File: src/rtl/key_event_gen_if.sv
// Raw button pin in, debounced key level and one-cycle key-event strobes out.
interface key_event_gen_if;
    logic btn_in;
    logic key_level;
    logic press_pulse;
    logic release_pulse;
    logic long_pulse;
    logic repeat_pulse;

    modport master (
        input  btn_in,
        output key_level, press_pulse, release_pulse, long_pulse, repeat_pulse
    );
    modport slave (
        output btn_in,
        input  key_level, press_pulse, release_pulse, long_pulse, repeat_pulse
    );
endinterface

File: src/rtl/key_event_gen.sv
// Push-button front end: synchronise, debounce, and emit press/release/long/repeat strobes.
// Auto-repeat is built only when KEY_AUTOREPEAT_EN is defined; otherwise repeat_pulse is 0.
module key_event_gen #(
    parameter int unsigned DEBOUNCE_CYCLES = 1_000_000,
    parameter int unsigned LONG_CYCLES     = 50_000_000,
    parameter int unsigned REPEAT_CYCLES   = 10_000_000,
    parameter bit          ACTIVE_LOW      = 1'b1
) (
    input  logic            clk,
    input  logic            rst,
    key_event_gen_if.master bus
);
    localparam int DB_W   = $clog2(DEBOUNCE_CYCLES + 1);
    localparam int HOLD_W = $clog2(LONG_CYCLES + 1);
    localparam logic [DB_W-1:0]   DB_LAST   = DB_W'(DEBOUNCE_CYCLES - 1);
    localparam logic [HOLD_W-1:0] HOLD_LAST = HOLD_W'(LONG_CYCLES - 1);
    localparam logic              IDLE_LVL  = ACTIVE_LOW;

    typedef enum logic [1:0] {IDLE, PRESS, HOLD} state_t;

    state_t              state;
    logic [1:0]          sync;
    logic [DB_W-1:0]     db_cnt;
    logic [HOLD_W-1:0]   hold_cnt;
    logic                pressed, db_flip, rise, fall;

`ifdef KEY_AUTOREPEAT_EN
    localparam int REP_W = $clog2(REPEAT_CYCLES + 1);
    localparam logic [REP_W-1:0] REP_LAST = REP_W'(REPEAT_CYCLES - 1);
    logic [REP_W-1:0] rep_cnt;
`else
    assign bus.repeat_pulse = 1'b0;
`endif

    // Flip happens on the edge the mismatch count would reach DEBOUNCE_CYCLES.
    assign pressed = sync[1] ^ ACTIVE_LOW;
    assign db_flip = (pressed != bus.key_level) && (db_cnt == DB_LAST);
    assign rise    = db_flip && !bus.key_level;
    assign fall    = db_flip &&  bus.key_level;

    always_ff @(posedge clk) begin
        if (rst) begin
            sync              <= {2{IDLE_LVL}};
            db_cnt            <= '0;
            hold_cnt          <= '0;
            state             <= IDLE;
            bus.key_level     <= 1'b0;
            bus.press_pulse   <= 1'b0;
            bus.release_pulse <= 1'b0;
            bus.long_pulse    <= 1'b0;
`ifdef KEY_AUTOREPEAT_EN
            rep_cnt           <= '0;
            bus.repeat_pulse  <= 1'b0;
`endif
        end else begin
            sync              <= {sync[0], bus.btn_in};
            bus.press_pulse   <= 1'b0;
            bus.release_pulse <= 1'b0;
            bus.long_pulse    <= 1'b0;
`ifdef KEY_AUTOREPEAT_EN
            bus.repeat_pulse  <= 1'b0;
`endif
            if (pressed == bus.key_level) begin
                db_cnt <= '0;
            end else if (db_flip) begin
                db_cnt        <= '0;
                bus.key_level <= ~bus.key_level;
            end else begin
                db_cnt <= db_cnt + 1'b1;
            end

            case (state)
                IDLE: if (rise) begin
                    state           <= PRESS;
                    bus.press_pulse <= 1'b1;
                    hold_cnt        <= '0;
                end
                PRESS: if (fall) begin
                    state             <= IDLE;
                    bus.release_pulse <= 1'b1;
                    hold_cnt          <= '0;
                end else if (hold_cnt == HOLD_LAST) begin
                    // First repeat coincides with the long-press strobe.
                    state          <= HOLD;
                    bus.long_pulse <= 1'b1;
`ifdef KEY_AUTOREPEAT_EN
                    bus.repeat_pulse <= 1'b1;
                    rep_cnt          <= '0;
`endif
                end else begin
                    hold_cnt <= hold_cnt + 1'b1;
                end
                HOLD: if (fall) begin
                    state             <= IDLE;
                    bus.release_pulse <= 1'b1;
                    hold_cnt          <= '0;
`ifdef KEY_AUTOREPEAT_EN
                    rep_cnt           <= '0;
                end else if (rep_cnt == REP_LAST) begin
                    bus.repeat_pulse <= 1'b1;
                    rep_cnt          <= '0;
                end else begin
                    rep_cnt <= rep_cnt + 1'b1;
`endif
                end
                default: state <= IDLE;
            endcase
        end
    end
endmodule

File: src/flat_wrapper.sv
// flat-port wrapper written by rule: the top's interface ports become plain ports
module key_event_gen_flat 
#(
    parameter int unsigned DEBOUNCE_CYCLES = 1_000_000,
    parameter int unsigned LONG_CYCLES     = 50_000_000,
    parameter int unsigned REPEAT_CYCLES   = 10_000_000,
    parameter bit          ACTIVE_LOW      = 1'b1
)
  (clk, rst, bus_btn_in, bus_key_level, bus_press_pulse, bus_release_pulse, bus_long_pulse, bus_repeat_pulse);
  key_event_gen_if bus_i ();
  input  logic clk;
  input  logic rst;
  input wire logic [$bits(bus_i.btn_in)-1:0] bus_btn_in;
  output wire logic [$bits(bus_i.key_level)-1:0] bus_key_level;
  output wire logic [$bits(bus_i.press_pulse)-1:0] bus_press_pulse;
  output wire logic [$bits(bus_i.release_pulse)-1:0] bus_release_pulse;
  output wire logic [$bits(bus_i.long_pulse)-1:0] bus_long_pulse;
  output wire logic [$bits(bus_i.repeat_pulse)-1:0] bus_repeat_pulse;
  assign bus_i.btn_in = bus_btn_in;
  assign bus_key_level = bus_i.key_level;
  assign bus_press_pulse = bus_i.press_pulse;
  assign bus_release_pulse = bus_i.release_pulse;
  assign bus_long_pulse = bus_i.long_pulse;
  assign bus_repeat_pulse = bus_i.repeat_pulse;
  key_event_gen #(.DEBOUNCE_CYCLES(DEBOUNCE_CYCLES), .LONG_CYCLES(LONG_CYCLES), .REPEAT_CYCLES(REPEAT_CYCLES), .ACTIVE_LOW(ACTIVE_LOW)) u_core (.clk(clk), .rst(rst), .bus(bus_i));
endmodule
File: config.mk
export PLATFORM = sky130hd
export DESIGN_NAME = key_event_gen_flat
export DESIGN_NICKNAME = d
export VERILOG_FILES = /design/src/rtl/key_event_gen_if.sv /design/src/rtl/key_event_gen.sv /design/src/flat_wrapper.sv
export SDC_FILE = /design/constraint.sdc
export NUM_CORES = 1
export LEC_CHECK = 0
export BUFFER_PORTS_ARGS = -buffer_cell sky130_fd_sc_hd__buf_2
export CORE_MARGIN = 2
export CORE_UTILIZATION = 57
export CTS_CLUSTER_DIAMETER = 150
export CTS_CLUSTER_SIZE = 10
export DETAILED_ROUTE_END_ITERATION = 16
export GPL_TIMING_DRIVEN = 0
export HOLD_SLACK_MARGIN = 0.05
export PLACE_DENSITY = 0.78
export SYNTH_ARGS = -nofsm -noshare
export SYNTH_HDL_FRONTEND = slang
export SYNTH_SLANG_ARGS = --single-unit
export TNS_END_PERCENT = 30
File: constraint.sdc
create_clock -name clk -period 6.92 [get_ports clk]
set_clock_uncertainty 0.2 [all_clocks]
set_input_delay 1.038 -clock clk [delete_from_list [all_inputs] [get_ports clk]]
set_output_delay 1.038 -clock clk [all_outputs]
set_load 0.02 [all_outputs]
# After elaboration in Yosys (flattened, before gate mapping)
# Cells that the tools add are included.
# op_classes
add_sub_neg,2
eq_ne,10
muxes,13
bitwise,6
reduce_logical,14
# ops
cell,count
$mux W26,4
$pmux W26 S3,1
$add A26 B1 Y26 const B,1
$eq A26 B26 Y1 const B,1
$add A20 B1 Y20 const B,1
$eq A20 B20 Y1 const B,1
$mux W2,4
$not A1 Y1,6
$pmux W2 S3,1
$reduce_or A2 Y1,3
$reduce_or A3 Y1,2
$ne A2 B1 Y1 const B,2
$reduce_and A4 Y1,1
$logic_and A1 B1 Y1,3
$mux W1,3
$ne A3 B1 Y1 const B,1
$ne A3 B2 Y1 const B,1
$reduce_and A3 Y1,1
$reduce_bool A3 Y1,1
$eq A2 B1 Y1 const B,1
$eq A2 B2 Y1 const B,1
$logic_not A2 Y1,1
$reduce_and A2 Y1,1
$eq A1 B1 Y1,1
other kinds (2),2
# word_totals
register_bits,54
in_bits,3
output_inout_bits,5
word_cells,53

# Logic depth before layout (Yosys ltp)
# Gate-level depths: netlist of run 1.
# depth
word_depth,6
ltp_mapped,9
depth_no_buf,8

# Least setup slack after synthesis of run 1
# No wires, ideal clock.
# synth_timing
path_kind,in2reg
start,input rst
end,register u_core.bus.key_level
setup_ps,125
t_arrival_ps,1885
required_ps,6595
setup_slack_ps,4710
path_stages,4
n_path_buf,3
path_cell_list,clkbuf_1 -> clkbuf_8 -> dlygate4sd1_1 -> nor2_1
# synth_rtl
element,line_no,source
start: declaration,flat_wrapper.sv:12,input logic rst;
end signal: assignment,key_event_gen.sv:67,bus.key_level <= ~bus.key_level;
end: declaration,key_event_gen_if.sv:12,"output key_level, press_pulse, release_pulse, long_pulse, repeat_pulse"
# No word-level cell between the ends.

# Worst setup path in the final report of run 1
# layout_timing
start,register u_core.state[0]
end,register u_core.hold_cnt[5]
# layout_between
elab_chain_cells,3
elab_cells_between_ends,9
classes_between,5 x eq/ne; 1 x mux; 3 x reduce/logical
# layout_rtl
element,line_no,source
start: declaration,key_event_gen.sv:21,state_t state;
start signal: assignment,key_event_gen.sv:46,state <= IDLE;
start signal: assignment,key_event_gen.sv:74,state <= PRESS;
start signal: assignment,key_event_gen.sv:79,state <= IDLE;
$eq A2 B1 Y1 (tied with other cells),key_event_gen.sv:72,case (state)
$ne A3 B2 Y1 (no source line) (tied with other cells),--,
$reduce_and A4 Y1 (no source line),--,
end signal: assignment,key_event_gen.sv:91,hold_cnt <= hold_cnt + 1'b1;
end: declaration,key_event_gen.sv:24,logic [HOLD_W-1:0] hold_cnt;
# Several ways; a longest one is shown, not always the timed one.
# A chain may end at the register's enable or synchronous reset.

==> out/metrics.json, run 1 <==
{
  "tightestPinTransition": {"value": 0.834, "unit": "ns"},
  "power_per_cell_area": {"value": 189, "unit": "nW/um2"},
  "place_inst": {"value": 411},
  "min_period": {"value": 2.55, "unit": "ns"},
  "worst_path_largest_cell_delay": {"value": 0.40, "unit": "ns"},
  "detailed_place_hpwl": {"value": 4860, "unit": "um"},
  "synth.area.top_cells": {"value": "sky130_fd_sc_hd__dfxtp_1, sky130_fd_sc_hd__nor2_1, sky130_fd_sc_hd__xor2_1"},
  "yosysSeqAreaShare": {"value": 37.4, "unit": "%"},
  "share_of_synthesized_registers_carrying_an_async_set_or_reset": {"value": 0, "unit": "%"},
  "die_w": {"value": 75.2, "unit": "um"},
  "post_dr_vias_cell": {"value": 6.20},
  "cp_launch_type": {"value": "flop"},
  "stdcell_count": {"value": 419},
  "synth-seq-cells": {"value": 54},
  "synth_area_per_cell": {"value": 8.52, "unit": "um2"},
  "top_level_ports": {"value": 8},
  "tritoncts_num_sinks": {"value": 54},
  "placement_rows": {"value": 25},
  "timing_worst_setup_path_type": {"value": "reg2reg"},
  "tritoncts_clock_tree": {"value": "built"},
  "dpl-instance-area": {"value": 3000, "unit": "um2"},
  "netlist.top_cell.by_area": {"value": "sky130_fd_sc_hd__dfxtp_1"},
  "global_route.usage.total": {"value": 25.5, "unit": "%"},
  "worstPathCellList": {"value": "inv_1 > ha_1 > mux2i_1 > nand4_2 > o22a_2 > nor2_1 > buf_2 > o21ai_0 > a32o_1"},
  "critical_path_slowest_stage_cell": {"value": "sky130_fd_sc_hd__dfxtp_1"},
  "worstSetupEndpointType": {"value": "flop"},
  "ant_nets": {"value": 0},
  "setup_tns": {"value": 0, "unit": "ns"},
  "netlist-cell-type-count": {"value": 58},
  "slew_margin_rel": {"value": 44.0, "unit": "%"},
  "cts-root-buf": {"value": "sky130_fd_sc_hd__clkbuf_8"},
  "mapped_cell_area": {"value": 2890, "unit": "um2"},
  "area_growth_syn_to_layout": {"value": 7.97, "unit": "%"},
  "synth-edff-count": {"value": 0},
  "gp_congestion": {"value": 0.924},
  "die_height": {"value": 75.2, "unit": "um"},
  "hold_ws": {"value": 0.210, "unit": "ns"},
  "required": {"value": 6.93, "unit": "ns"},
  "finish.net_count": {"value": 360},
  "grt_antenna_before_repair": {"value": 0},
  "drt_iter0_markers": {"value": 292},
  "grt_max_degree": {"value": 18},
  "clk-insertion-delay-late": {"value": 0.31, "unit": "ns"},
  "drc": {"value": 0},
  "antennaDiodeCount": {"value": 0},
  "cts.reportedPaths.clkPinSlew": {"value": 0.10, "unit": "ns"},
  "start_util": {"value": 59.9, "unit": "%"},
  "layout-drive-gt1-share": {"value": 13.1, "unit": "%"},
  "postCtsHoldBufs": {"value": 0},
  "outcome": {"value": "finished clean"},
  "timing.hold.worst.class": {"value": "reg2reg"},
  "clk_path_buf_depth": {"value": 2},
  "clock_tree.htree_level_count": {"value": 2},
  "dominantRegCellSynth": {"value": "sky130_fd_sc_hd__dfxtp_1"},
  "drt_first_pass_iters": {"value": 7},
  "cts-buffers-inserted": {"value": 5},
  "globalRouteOverflowTotal": {"value": 0},
  "fin_util": {"value": 64.7, "unit": "%"},
  "rsz0062_at_grt": {"value": "no"},
  "finalHoldViolations": {"value": 0},
  "critPathBufInv": {"value": 2},
  "synth_largest_type_area_fraction": {"value": 37.4, "unit": "%"},
  "path_delay_family": {"value": "compound AO/OA/AOI/OAI gates"},
  "number_of_global_route_vias_before_repair": {"value": 2318},
  "crit_fanout": {"value": 10},
  "route.detailed.wl_per_inst": {"value": 16.2, "unit": "um"},
  "grt_pass1_wl": {"value": 11000, "unit": "um"},
  "detailroute.via_count": {"value": 2597},
  "p_leak": {"value": 0.00100, "unit": "uW"},
  "post_cts_resized": {"value": 0},
  "final_design_area_no_fill": {"value": 3120, "unit": "um2"},
  "floorplan.core_area": {"value": 4820, "unit": "um2"},
  "post_synth_inst_count": {"value": 339},
  "max_clock_freq": {"value": 0.393, "unit": "GHz"},
  "postCtsSetupRepairBufs": {"value": 0},
  "final_period_util": {"value": 36.8, "unit": "%"},
  "synth.net_count": {"value": 348},
  "max_cap_viol_count": {"value": 0},
  "signal_arrival_time_at_the_worst_endpoint": {"value": 2.56, "unit": "ns"},
  "worst_ir_drop_vdd": {"value": 130, "unit": "uV"},
  "synth-warning-count": {"value": 0},
  "die_ar": {"value": 5650, "unit": "um2"},
  "detail_route.wirelength": {"value": 6800, "unit": "um"},
  "setup_viol_count_final": {"value": 0},
  "finalMaxSlewViolations": {"value": 0},
  "numPortBuffers": {"value": 5}
}
[synth_stat cells, types with 2 or more instances]
library cell	count
sky130_fd_sc_hd__dfxtp_1	54
sky130_fd_sc_hd__nor2_1	47
sky130_fd_sc_hd__nand2_1	27
sky130_fd_sc_hd__a21oi_1	21
sky130_fd_sc_hd__nand4_1	18
sky130_fd_sc_hd__o21ai_0	18
sky130_fd_sc_hd__nand3_1	13
sky130_fd_sc_hd__xor2_1	13
sky130_fd_sc_hd__and3_1	9
sky130_fd_sc_hd__buf_2	7
sky130_fd_sc_hd__nor3_1	7
sky130_fd_sc_hd__xnor2_1	7
sky130_fd_sc_hd__and4_1	6
sky130_fd_sc_hd__ha_1	6
sky130_fd_sc_hd__inv_1	6
sky130_fd_sc_hd__a311oi_1	5
sky130_fd_sc_hd__clkbuf_1	5
sky130_fd_sc_hd__nor4b_1	5
sky130_fd_sc_hd__or3_1	5
sky130_fd_sc_hd__a31oi_1	4
sky130_fd_sc_hd__o21a_1	4
sky130_fd_sc_hd__or2_2	4
sky130_fd_sc_hd__a32o_1	3
sky130_fd_sc_hd__buf_4	3
sky130_fd_sc_hd__nand3b_1	3
sky130_fd_sc_hd__and4_4	2
sky130_fd_sc_hd__buf_6	2
sky130_fd_sc_hd__mux2i_1	2
sky130_fd_sc_hd__nor4_1	2
sky130_fd_sc_hd__o31a_1	2
sky130_fd_sc_hd__or4_1	2
[layout by cell type (no fill, tap or decap), types with 4 or more instances in the layout]
cell / n
sky130_fd_sc_hd__inv_1: 6
sky130_fd_sc_hd__a21oi_1: 21
sky130_fd_sc_hd__o21ai_0: 18
sky130_fd_sc_hd__and4_1: 6
sky130_fd_sc_hd__a31oi_1: 4
sky130_fd_sc_hd__xor2_1: 13
sky130_fd_sc_hd__xnor2_1: 7
sky130_fd_sc_hd__and3_1: 9
sky130_fd_sc_hd__nor4b_1: 5
sky130_fd_sc_hd__a311oi_1: 5
sky130_fd_sc_hd__clkbuf_1: 5
sky130_fd_sc_hd__nand2_1: 27
sky130_fd_sc_hd__nand3_1: 13
sky130_fd_sc_hd__clkbuf_8: 7
sky130_fd_sc_hd__or2_2: 4
sky130_fd_sc_hd__or3_1: 5
sky130_fd_sc_hd__dfxtp_1: 54
sky130_fd_sc_hd__nor3_1: 7
sky130_fd_sc_hd__o21a_1: 4
sky130_fd_sc_hd__buf_2: 12
sky130_fd_sc_hd__nor2_1: 47
sky130_fd_sc_hd__nand4_1: 18
sky130_fd_sc_hd__ha_1: 6
[sequential cells by signal (all words and copies together) (netlist names)]
register / flops
u_core.state: 2
u_core.bus.release_pulse: 1
u_core.hold_cnt: 26
u_core.db_cnt: 20
u_core.bus.key_level: 1
u_core.bus.long_pulse: 1
u_core.sync: 2
u_core.bus.press_pulse: 1
[final timing paths]
check / start / slack (ns) / to / cells after the start
worst max-delay path: u_core.state[0] / 4.37 / u_core.hold_cnt[5] / 9
worst min-delay path: u_core.sync[0] / 0.21 / u_core.sync[1] / 1
worst max register to register: u_core.state[0] / 4.37 / u_core.hold_cnt[5] / 9
worst min register to register: u_core.sync[0] / 0.21 / u_core.sync[1] / 1
[report_power, final]
group          total [uW]  switching (uW)  internal (uW)
clock network         227             107            119
logic                49.2            32.0           17.1
registers             313            1.25            312
[layout make-up]
class / instances / area (um2)
multi-input combinational: 259 / 1660
clock inverter: 2 / 38.8
sequential: 54 / 1080
clock buffer: 6 / 82.6
timing repair buffer: 5 / 25.0
buffer: 19 / 121
inverter: 7 / 26.3
fill: 427 / 1700
tap: 67 / 83.8
[per-stage QoR]
stage / total power [uW] / worst slack [ns]
after CTS: 591 / 4.37
final: 589 / 4.37
after global routing: 610 / 4.14
after global placement: 368 / 4.36
after floorplan: 356 / 4.71
after detailed placement: 369 / 4.30
[metal layers]
metal / GRT usage (%) / vias up / wire length, um
li1: - / 1258 / -
met4: 7.21 / 0 / 67
met3: 3.21 / 9 / 447
met1: 36.9 / 1220 / 3210
met2: 40.1 / 110 / 3070
met5: 0 / - / 0
[logic make-up after synthesis]
family                   after synthesis  synth area share (%)
AO/OA/AOI/OAI                         68                  16.0
adder cells (fa/ha/maj)                6                  2.60
flip-flops                            54                  37.4
XOR/XNOR                              20                  6.07
buffers and inverters                 26                  5.11
AND/OR/NAND/NOR                      162                  32.0
multiplexers                           2                 0.693
other                                  1                 0.130
Note: power is estimated with default switching activity, not from simulation.
==> run 2: changes to the inputs <==
--- a/config.mk
+++ b/config.mk
@@ -7,13 +7,13 @@
 export LEC_CHECK = 0
 export BUFFER_PORTS_ARGS = -buffer_cell sky130_fd_sc_hd__buf_2
 export CORE_MARGIN = 2
-export CORE_UTILIZATION = 57
+export CORE_UTILIZATION = 56
 export CTS_CLUSTER_DIAMETER = 150
 export CTS_CLUSTER_SIZE = 10
 export DETAILED_ROUTE_END_ITERATION = 16
 export GPL_TIMING_DRIVEN = 0
 export HOLD_SLACK_MARGIN = 0.05
-export PLACE_DENSITY = 0.78
+export PLACE_DENSITY = 0.8
 export SYNTH_ARGS = -nofsm -noshare
 export SYNTH_HDL_FRONTEND = slang
 export SYNTH_SLANG_ARGS = --single-unit
==> constraint.sdc (replaced) <==
create_clock -name clk -period 2.3 [get_ports clk]
set_clock_uncertainty 0.2 [all_clocks]
set_input_delay 0.345 -clock clk [delete_from_list [all_inputs] [get_ports clk]]
set_output_delay 0.345 -clock clk [all_outputs]
set_load 0.02 [all_outputs]
==> run 2 against run 1 <==
  * Critical path depth shrank 3
  * Via count grew 5.6%
  * Total power rose to 2.9 times the previous value
  * First-iteration DRC count up 52%
  * Maximum frequency is 12% higher
  * Sequential power increased to 3.0 times the previous value
  * Largest power group unchanged
==> out/metrics.json, run 2 (synthesis results as in run 1) <==
{
  "cts-root-buf": {"value": "sky130_fd_sc_hd__clkbuf_8", "change": "unchanged"},
  "stdcell_count": {"value": 428, "change": "was 419"},
  "finish.net_count": {"value": 366, "change": "was 360"},
  "slew_margin_rel": {"value": 55.7, "unit": "%", "change": "was 44.0%"},
  "largest_register_ff_count": {"value": 26, "change": "unchanged"},
  "max_clock_freq": {"value": 0.441, "unit": "GHz", "change": "was 0.393 GHz"},
  "tritoncts_num_sinks": {"value": 54, "change": "unchanged"},
  "hold_ws": {"value": 0.219, "unit": "ns", "change": "was 0.210 ns"},
  "tritoncts_clock_tree": {"value": "built", "change": "unchanged"},
  "required": {"value": 2.33, "unit": "ns", "change": "was 6.93 ns"},
  "finalHoldViolations": {"value": 0, "change": "unchanged"},
  "outcome": {"value": "finished clean", "change": "unchanged"},
  "route.detailed.wl_per_inst": {"value": 16.9, "unit": "um", "change": "was 16.2 um"},
  "power_per_cell_area": {"value": 507, "unit": "nW/um2", "change": "was 189 nW/um2"},
  "layout-drive-gt1-share": {"value": 22.9, "unit": "%", "change": "was 13.1%"},
  "grt_max_degree": {"value": 20, "change": "was 18"},
  "top_level_ports": {"value": 8, "change": "unchanged"},
  "worstPathCellList": {"value": "nand3_2 > nor3b_4 > and4_1 > nand4_1 > o21ba_2 > a311oi_1", "change": "was inv_1 > ha_1 > mux2i_1 > nand4_2 > o22a_2 > nor2_1 > buf_2 > o21ai_0 > a32o_1"},
  "number_of_global_route_vias_before_repair": {"value": 2169, "change": "was 2318"},
  "detailroute.via_count": {"value": 2742, "change": "was 2597"},
  "area_growth_syn_to_layout": {"value": 16.2, "unit": "%", "change": "was 7.97%"},
  "clock_tree.htree_level_count": {"value": 2, "change": "unchanged"},
  "timing.hold.worst.class": {"value": "reg2reg", "change": "unchanged"},
  "antennaDiodeCount": {"value": 0, "change": "unchanged"},
  "detail_route.wirelength": {"value": 7250, "unit": "um", "change": "was 6800 um"},
  "drc": {"value": 0, "change": "unchanged"},
  "min_period": {"value": 2.27, "unit": "ns", "change": "was 2.55 ns"},
  "cts-buffers-inserted": {"value": 5, "change": "unchanged"},
  "ant_nets": {"value": 0, "change": "unchanged"},
  "finalMaxSlewViolations": {"value": 0, "change": "unchanged"},
  "critical_path_slowest_stage_cell": {"value": "sky130_fd_sc_hd__dfxtp_1", "change": "unchanged"},
  "clk-insertion-delay-late": {"value": 0.32, "unit": "ns", "change": "was 0.31 ns"},
  "drt_first_pass_iters": {"value": 5, "change": "was 7"},
  "largestRegisters": {"value": "u_core.hold_cnt x26, u_core.db_cnt x20", "change": "unchanged"},
  "setup_viol_count_final": {"value": 0, "change": "unchanged"},
  "place_inst": {"value": 414, "change": "was 411"},
  "detailed_place_hpwl": {"value": 4630, "unit": "um", "change": "was 4860 um"},
  "worst_path_largest_cell_delay": {"value": 0.49, "unit": "ns", "change": "was 0.40 ns"},
  "globalRouteOverflowTotal": {"value": 0, "change": "unchanged"},
  "clk_path_buf_depth": {"value": 2, "change": "unchanged"},
  "mostFrequentLayoutCell": {"value": "sky130_fd_sc_hd__dfxtp_1", "change": "unchanged"},
  "placement_rows": {"value": 26, "change": "was 25"},
  "grt_pass1_wl": {"value": 10700, "unit": "um", "change": "was 11000 um"},
  "worst_ir_drop_vdd": {"value": 277, "unit": "uV", "change": "was 130 uV"},
  "timing_worst_setup_path_type": {"value": "reg2reg", "change": "unchanged"},
  "drt_iter0_markers": {"value": 444, "change": "was 292"},
  "crit_fanout": {"value": 6, "change": "was 10"},
  "signal_arrival_time_at_the_worst_endpoint": {"value": 2.30, "unit": "ns", "change": "was 2.56 ns"},
  "post_dr_vias_cell": {"value": 6.41, "change": "was 6.20"},
  "final_period_util": {"value": 98.7, "unit": "%", "change": "was 36.8%"},
  "global_route.usage.total": {"value": 24.3, "unit": "%", "change": "was 25.5%"},
  "floorplan.core_area": {"value": 5040, "unit": "um2", "change": "was 4820 um2"},
  "timing.hold.worst_path_depth": {"value": 1, "change": "unchanged"},
  "cts.reportedPaths.clkPinSlew": {"value": 0.11, "unit": "ns", "change": "was 0.10 ns"},
  "cp_launch_type": {"value": "flop", "change": "unchanged"},
  "ff2ff_path_depth": {"value": 6, "change": "was 9"},
  "p_leak": {"value": 0.00110, "unit": "uW", "change": "was 0.00100 uW"},
  "most-common-layout-cells": {"value": "sky130_fd_sc_hd__dfxtp_1, sky130_fd_sc_hd__nor2_1, sky130_fd_sc_hd__nand2_1", "change": "was sky130_fd_sc_hd__dfxtp_1, sky130_fd_sc_hd__nor2_1, sky130_fd_sc_hd__nand2_1, sky130_fd_sc_hd__a21oi_1"},
  "registers.top_by_ff_count": {"value": "u_core.hold_cnt", "change": "unchanged"},
  "tightestPinTransition": {"value": 0.660, "unit": "ns", "change": "was 0.834 ns"},
  "grt_antenna_before_repair": {"value": 0, "change": "unchanged"},
  "die_height": {"value": 75.8, "unit": "um", "change": "was 75.2 um"},
  "gp_congestion": {"value": 0.969, "change": "was 0.924"},
  "max_cap_viol_count": {"value": 0, "change": "unchanged"},
  "die_w": {"value": 75.8, "unit": "um", "change": "was 75.2 um"},
  "start_util": {"value": 57.3, "unit": "%", "change": "was 59.9%"},
  "numPortBuffers": {"value": 5, "change": "unchanged"},
  "die_ar": {"value": 5750, "unit": "um2", "change": "was 5650 um2"},
  "worstSetupEndpointType": {"value": "flop", "change": "unchanged"}
}
-- run 2: cell count changes in the layout (fill, tap and decap cells not counted), sizes merged --
cell	change
inv	+1
clkinv	+1
buf	+4
dlygate4sd3	+1
bufinv	-1
-- run 2: layer usage --
metal | vias to the layer above | GRT usage (%) | part of all wire [%]
li1 | 1264 | - | -
met3 | 31 | 4.50 | 9.4
met5 | - | 0 | 0
met2 | 157 | 35.6 | 44
met1 | 1290 | 36.0 | 44
met4 | 0 | 7.02 | 2.6
-- run 2: critical path: cells and delay by family, from the launching register on --
kind | cells | cell delay (ns)
flops | 1 | 0.49
simple gates | 4 | 1.03
compound gates | 2 | 0.46
-- run 2: path summary, 6_finish.rpt --
kind | end | startpoint | slack [ns]
setup reg to reg | u_core.hold_cnt[19] | u_core.hold_cnt[7] | 0.03
setup / recovery | u_core.hold_cnt[19] | u_core.hold_cnt[7] | 0.03
hold / removal | u_core.sync[1] | u_core.sync[0] | 0.22
hold reg to reg | u_core.sync[1] | u_core.sync[0] | 0.22
-- run 2: timing repair --
item,CTS,global route
hold buffers,1,0
pin swaps,3,13
buffers inserted,2,5
endpoints found under the hold margin,1,0
gates cloned,0,1
endpoints found under the setup margin,44,46
resized for setup,11,36
-- run 2: power by group --
part | internal, uW | switching [uW]
Clock | 228 | 348
Combinational | 72.5 | 111
Sequential | 938 | 4.19
-- run 2: layout make-up --
type,count,area (um2)
Clock buffer,5,68.8
Tap cell,70,87.6
Multi-Input combinational cell,259,1810
Sequential cell,54,1090
Fill cell,372,1690
Inverter,7,28.8
Buffer,16,128
Timing Repair Buffer,14,113
Clock inverter,3,28.8
-- run 2: metrics by stage --
step	util [%]	power (uW)	TNS [ns]	setup slack (ns)	cell area, um2
2_1_floorplan	-	1070	0	0.111	2890
3_3_place_gp	59.5	1110	-1.93	-0.255	3000
3_5_place_dp	59.5	1110	-2.75	-0.265	3000
4_1_cts	62.5	1690	-0.00307	-0.00307	3150
5_1_grt	66.6	1760	-0.133	-0.0224	3360
6_report	66.6	1700	0	0.0310	3360
